==> src/rtl/l2_lookup_ctrl_pkg.sv <==
// Shared L2 lookup types: set/tag/way/state encodings, lookup FSM states, requester indices.
`ifndef L2_WAYS
`define L2_WAYS 8
`endif

package l2_lookup_ctrl_pkg;

    localparam int L2_NUM_WAYS = `L2_WAYS;
    localparam int L2_SET_W    = 8;
    localparam int L2_TAG_W    = 12;
    localparam int L2_WAY_W    = (L2_NUM_WAYS > 1) ? $clog2(L2_NUM_WAYS) : 1;

    typedef logic [L2_SET_W-1:0] l2_set_t;
    typedef logic [L2_TAG_W-1:0] l2_tag_t;
    typedef logic [L2_WAY_W-1:0] l2_way_t;
    typedef logic [1:0]          state_t;

    localparam state_t INVALID   = 2'd0;
    localparam state_t SHARED    = 2'd1;
    localparam state_t EXCLUSIVE = 2'd2;
    localparam state_t MODIFIED  = 2'd3;

    typedef enum logic [2:0] {
        IDLE,
        RD,
        LD,
        CMP,
        HOLD
    } l2_lookup_state_t;

    localparam int L2_REQ_SRCS = 3;
    localparam int L2_SRC_RSP  = 0;
    localparam int L2_SRC_FWD  = 1;
    localparam int L2_SRC_REQ  = 2;

endpackage

==> src/rtl/l2_rr_arbiter.sv <==
// Combinational round-robin arbiter: grants the first valid index at or after rr_ptr, wrapping.
module l2_rr_arbiter
    import l2_lookup_ctrl_pkg::*;
#(
    parameter int  N_REQ = L2_REQ_SRCS,
    localparam int SRC_W = (N_REQ > 1) ? $clog2(N_REQ) : 1
) (
    input  logic [N_REQ-1:0] valid,
    input  logic             en,
    input  logic [SRC_W-1:0] rr_ptr,
    output logic [N_REQ-1:0] gnt,
    output logic [SRC_W-1:0] gnt_idx
);

    logic found;

    // Two upward scans: indices from rr_ptr to the top first, then the wrapped low indices.
    always_comb begin
        gnt     = '0;
        gnt_idx = '0;
        found   = 1'b0;
        if (en) begin
            for (int i = 0; i < N_REQ; i++) begin
                if (!found && valid[i] && (i >= int'(rr_ptr))) begin
                    found   = 1'b1;
                    gnt[i]  = 1'b1;
                    gnt_idx = SRC_W'(i);
                end
            end
            for (int i = 0; i < N_REQ; i++) begin
                if (!found && valid[i] && (i < int'(rr_ptr))) begin
                    found   = 1'b1;
                    gnt[i]  = 1'b1;
                    gnt_idx = SRC_W'(i);
                end
            end
        end
    end

endmodule

==> src/rtl/l2_lookup_ctrl.sv <==
// L2 lookup controller: arbitrates one requester, reads the set RAM, strobes the way buffers,
// compares tags/states and holds the hit/victim result until the consumer acknowledges.
module l2_lookup_ctrl
    import l2_lookup_ctrl_pkg::*;
#(
    parameter int  N_REQ   = L2_REQ_SRCS,
    parameter int  L2_WAYS = `L2_WAYS,
    localparam int SRC_W   = (N_REQ > 1) ? $clog2(N_REQ) : 1
) (
    input  logic                       clk,
    input  logic                       rst,
    input  logic    [N_REQ-1:0]        req_valid,
    input  l2_set_t [N_REQ-1:0]        req_set,
    input  l2_tag_t [N_REQ-1:0]        req_tag,
    output logic    [N_REQ-1:0]        req_ready,
    output logic                       ram_rd_en,
    output l2_set_t                    ram_rd_set,
    output logic                       buf_ld,
    input  l2_tag_t [L2_WAYS-1:0]      tags_buf,
    input  state_t  [L2_WAYS-1:0]      states_buf,
    input  l2_way_t                    evict_way_buf,
    output logic                       lookup_valid,
    output logic    [SRC_W-1:0]        lookup_src,
    output l2_set_t                    lookup_set,
    output l2_tag_t                    lookup_tag,
    output logic                       lookup_hit,
    output l2_way_t                    lookup_way,
    output logic                       lookup_empty,
    input  logic                       lookup_ack
);

    l2_lookup_state_t state_q, state_d;
    logic [SRC_W-1:0] rr_ptr;
    logic             arb_en;
    logic [N_REQ-1:0] gnt;
    logic [SRC_W-1:0] gnt_idx;
    logic             hit_found, inv_found;
    l2_way_t          hit_way, inv_way;

    // Grants are only offered in IDLE, and never while reset is held.
    assign arb_en     = (state_q == IDLE) && !rst;
    assign req_ready  = gnt;
    assign ram_rd_set = lookup_set;

    l2_rr_arbiter #(.N_REQ(N_REQ)) u_arb (
        .valid   (req_valid),
        .en      (arb_en),
        .rr_ptr  (rr_ptr),
        .gnt     (gnt),
        .gnt_idx (gnt_idx)
    );

    // FSM state register.
    always_ff @(posedge clk or posedge rst) begin
        if (rst) state_q <= IDLE;
        else     state_q <= state_d;
    end

    // Next state and the single-cycle RAM/buffer strobes.
    always_comb begin
        state_d      = state_q;
        ram_rd_en    = 1'b0;
        buf_ld       = 1'b0;
        lookup_valid = 1'b0;
        case (state_q)
            IDLE: if (|gnt) state_d = RD;
            RD: begin
                ram_rd_en = 1'b1;
                state_d   = LD;
            end
            LD: begin
                buf_ld  = 1'b1;
                state_d = CMP;
            end
            CMP:  state_d = HOLD;
            HOLD: begin
                lookup_valid = 1'b1;
                if (lookup_ack) state_d = IDLE;
            end
            default: state_d = IDLE;
        endcase
    end

    // On grant: latch the winner's set/tag/source and move the pointer past it.
    always_ff @(posedge clk or posedge rst) begin
        if (rst) begin
            rr_ptr     <= '0;
            lookup_src <= '0;
            lookup_set <= '0;
            lookup_tag <= '0;
        end else if ((state_q == IDLE) && (|gnt)) begin
            rr_ptr     <= (gnt_idx == SRC_W'(N_REQ - 1)) ? '0 : gnt_idx + SRC_W'(1);
            lookup_src <= gnt_idx;
            lookup_set <= req_set[gnt_idx];
            lookup_tag <= req_tag[gnt_idx];
        end
    end

    // Lowest matching valid way, and lowest invalid way, over the buffered set.
    always_comb begin
        hit_found = 1'b0;
        hit_way   = '0;
        inv_found = 1'b0;
        inv_way   = '0;
        for (int i = 0; i < L2_WAYS; i++) begin
            if (!hit_found && (states_buf[i] != INVALID) && (tags_buf[i] == lookup_tag)) begin
                hit_found = 1'b1;
                hit_way   = l2_way_t'(i);
            end
            if (!inv_found && (states_buf[i] == INVALID)) begin
                inv_found = 1'b1;
                inv_way   = l2_way_t'(i);
            end
        end
    end

    // Result register: loaded once in CMP, then frozen through HOLD regardless of buffer activity.
    always_ff @(posedge clk or posedge rst) begin
        if (rst) begin
            lookup_hit   <= 1'b0;
            lookup_way   <= '0;
            lookup_empty <= 1'b0;
        end else if (state_q == CMP) begin
            lookup_hit   <= hit_found;
            lookup_way   <= hit_found ? hit_way : (inv_found ? inv_way : evict_way_buf);
            lookup_empty <= !hit_found && inv_found;
        end
    end

endmodule

==> config.mk <==
export PLATFORM = sky130hd
export DESIGN_NAME = l2_lookup_ctrl
export DESIGN_NICKNAME = d
export VERILOG_FILES = /design/src/rtl/l2_lookup_ctrl_pkg.sv /design/src/rtl/l2_rr_arbiter.sv /design/src/rtl/l2_lookup_ctrl.sv
export SDC_FILE = /design/constraint.sdc
export NUM_CORES = 1
export LEC_CHECK = 0
export CORE_MARGIN = 4
export CORE_UTILIZATION = 32
export DETAILED_ROUTE_END_ITERATION = 10
export PLACE_DENSITY_LB_ADDON = 0.12
export REMOVE_ABC_BUFFERS = 1
export SYNTH_ARGS = -nofsm -noshare
export SYNTH_HDL_FRONTEND = slang
export SYNTH_HIERARCHICAL = 1
export SYNTH_SLANG_ARGS = --single-unit
==> constraint.sdc <==
create_clock -name clk -period 2.7 [get_ports clk]
set_input_delay 0.54 -clock clk [delete_from_list [all_inputs] [get_ports clk]]
set_output_delay 0.54 -clock clk [all_outputs]
set_load 0.03 [all_outputs]
==> flow_summary.json <==
{
  "grt_max_degree": 33,
  "r2r_setup_slack_ns": 0.17,
  "synthToLayoutAreaGrowth_pct": 82.0,
  "synth_edf_count": 0,
  "min-delay-start": "lookup_hit",
  "syn_area_um2": 3080,
  "crit_path_max_incr_delay_ns": 0.56,
  "synth-main-ff-cell": "dfrtp_1",
  "ant_nets": 0,
  "vias": 3497,
  "grt_usage": 0.203,
  "endpoint_kind": "register",
  "max-slew-margin-rel": 0.583,
  "rr_endpoint": "lookup_hit",
  "pre_cts_slack_ns": -0.274,
  "fin_util": 0.602,
  "worst_pin_slew_ns": 0.620,
  "first_pass_iters": 4,
  "cts_max_path_buffers": 2,
  "min_path_type": "reg2reg",
  "die_w_um": 106,
  "cts_tree": "done",
  "critPathKind": "in2reg",
  "yosysWarnings": 6,
  "drtIter0Drc": 86,
  "max-cap-violations": 0,
  "avgSynthCellArea_um2": 8.18,
  "syn_inst": 377,
  "fin_nets": 778,
  "die_y_um": 106,
  "dp_hpwl_um": 10300,
  "initial_core_util": 0.331,
  "fin_skew_ns": 0.00244,
  "fillerInstances": 858,
  "layout-drive-gt1-share": 0.0769,
  "r2r_start": "lookup_tag[9]",
  "antenna_found_initial": 0,
  "clk_latency_ns": 0.27,
  "numCtsBuffers": 5,
  "cts_htree_levels": 2,
  "drc": 0,
  "antenna_cells": 0,
  "setup_ws_ns": 0.0920,
  "grt.overflow.total": 0,
  "p_leak_nw": 2.14,
  "clkTransAtPathRegs_ns": 0.06,
  "synth_seq_cells": 32,
  "peakVddDrop_mv": 0.461,
  "numPortBuffers": 221,
  "slowest_stage": "or4_1",
  "final_hold_viol_count": 0,
  "core_um2": 9330,
  "wl_per_cell_um": 16.4,
  "setup_viol": 0,
  "fmax_mhz": 383,
  "cts_hold_buf": 0,
  "slew_viol_final": 0,
  "die_area_um2": 11300,
  "fin_crit_ns": 2.61,
  "arrival_ns": 2.82,
  "period_share": 0.966,
  "async_reset_ff_frac": 1.00,
  "powerDensity_nw_per_um2": 837,
  "vias_per_cell": 4.81,
  "gp_congestion": 0.819,
  "reg2regPathDepth": 9,
  "synth_seq_area_share": 0.260,
  "status": "finished, final reports clean",
  "cts_sinks": 32,
  "path_cells": "clkdlybuf4s50_1 > xor2_1 > nor4_2 > buf_4 > nand4_1 > or4_1 > nand4_1 > buf_4 > o21ai_0 > nand2_1",
  "synth.distinct_cells": 41,
  "startpoint_type": "primary input",
  "cts-root-buf": "clkbuf_8",
  "rows": 35,
  "startpoint": "tags_buf[13]",
  "routed_wl_um": 11900,
  "critPathRequiredTime_ns": 2.91,
  "grt_pass1_wl_um": 18200,
  "crit_path_end": "lookup_hit",
  "rsz0062_at_grt": "false",
  "path_max_fanout": 3,
  "ios": 222,
  "grt_pass1_vias": 3543
}
==> area by class of cell <==
type / count / area (um^2) / share of cell area
repair buffers: 247 / 2440 / 0.434
well taps: 129 / 161 / 0.0287
inverters: 5 / 18.8 / 0.00334
flip-flops and latches: 32 / 801 / 0.143
clock buffers: 8 / 90.1 / 0.0160
multi-input cells: 306 / 2110 / 0.375
==> layout by cell type, fill, tap and decap left out, types with 2 or more instances in the layout <==
| cell | count |
|---|---|
| a21oi_1 | 41 |
| a31oi_1 | 2 |
| buf_12 | 3 |
| buf_4 | 26 |
| clkbuf_1 | 2 |
| clkbuf_8 | 6 |
| clkdlybuf4s50_1 | 218 |
| dfrtp_1 | 32 |
| inv_1 | 5 |
| mux2_2 | 3 |
| mux2i_1 | 20 |
| nand2_1 | 9 |
| nand3b_1 | 2 |
| nand4_1 | 16 |
| nor2_1 | 57 |
| nor2b_1 | 3 |
| nor3_1 | 5 |
| nor3b_1 | 3 |
| nor4_1 | 12 |
| nor4_2 | 3 |
| o2111a_1 | 3 |
| o21ai_0 | 3 |
| o22ai_1 | 2 |
| o31ai_1 | 2 |
| or2_2 | 3 |
| or2b_1 | 2 |
| or4_1 | 4 |
| xnor2_1 | 55 |
| xor2_1 | 41 |
==> what timing repair did <==
item,in CTS,in global routing
setup buffers,0,0
setup endpoints to repair,0,4
resized for setup,0,3
==> synth_stat cells (all sizes together), types with 2 or more instances <==
cell / count / area share
nor4: 15 / 0.030
o22ai: 2 / 0.0041
or4: 5 / 0.012
or2: 3 / 0.0061
mux2: 3 / 0.011
inv: 5 / 0.0061
nor2b: 3 / 0.0061
nand2: 9 / 0.011
nor2: 57 / 0.069
a31oi: 3 / 0.0061
a21oi: 41 / 0.067
clkbuf: 11 / 0.013
nand4: 16 / 0.032
buf: 23 / 0.047
dfrtp: 32 / 0.26
nor3b: 3 / 0.0073
nand3b: 2 / 0.0049
xor2: 41 / 0.12
o31ai: 2 / 0.0049
nor3: 5 / 0.0081
o21ai: 3 / 0.0049
o2111a: 3 / 0.011
or2b: 2 / 0.0049
xnor2: 55 / 0.16
mux2i: 20 / 0.065
==> layer usage <==
metal | global-route usage | share of wire | vias up
met5 | 0 | 0 | -
met4 | 0.0500 | 0.019 | 0
met3 | 0.0504 | 0.072 | 16
met2 | 0.369 | 0.52 | 124
met1 | 0.239 | 0.39 | 1614
li1 | - | - | 1743
==> power by group <==
group | switching (mW) | internal, mW
combinational | 1.66 | 1.61
clock | 0.166 | 0.208
sequential | 0.339 | 0.709
total | 2.17 | 2.53
==> critical path: cells and delay by family <==
kind,cells,cell delay [ns]
simple gates,5,1.27
xor+xnor,1,0.16
buf+inv,3,0.75
compound gates,1,0.10
==> registers in the layout (all words and copies together), names as in the netlist <==
signal	count
lookup_src	2
rr_ptr	2
state_q	3
lookup_way	3
lookup_hit	1
lookup_tag	12
lookup_set	8
lookup_empty	1
==> how the worst min path moves through the flow <==
stage                                to  cells after the start
after floorplan              state_q[0]                      1
after global placement    lookup_way[2]                      2
after detailed placement     lookup_hit                      2
after CTS                    lookup_hit                      2
after global routing         lookup_hit                      2
final                        lookup_hit                      2
==> stage by stage <==
| step | power (mW) | std cells | hold WS (ns) | cell area, um^2 | TNS [ns] |
|---|---|---|---|---|---|
| after CTS | 4.74 | 727 | 0.484 | 5600 | 0 |
| after detailed placement | 4.35 | 719 | 0.467 | 5510 | -1.19 |
| final | 4.70 | 727 | 0.480 | 5610 | 0 |
| after global placement | 4.30 | 719 | 0.462 | 5510 | -1.13 |
| after global routing | 5.03 | 727 | 0.507 | 5610 | 0 |
| after floorplan | 2.85 | 343 | 0.509 | 2900 | -64.12 |
==> cell families (layout without fill, tap and decap cells) <==
| group | count (synthesis) | after routing | share of synthesized area |
|---|---|---|---|
| XOR/XNOR | 96 | 96 | 0.273 |
| multiplexers | 23 | 23 | 0.0759 |
| buffers and inverters | 39 | 260 | 0.0669 |
| AND/OR/NAND/NOR | 125 | 125 | 0.205 |
| AO/OA/AOI/OAI | 62 | 62 | 0.120 |
| flip-flops | 32 | 32 | 0.260 |
(Power assumes the default switching activity.)
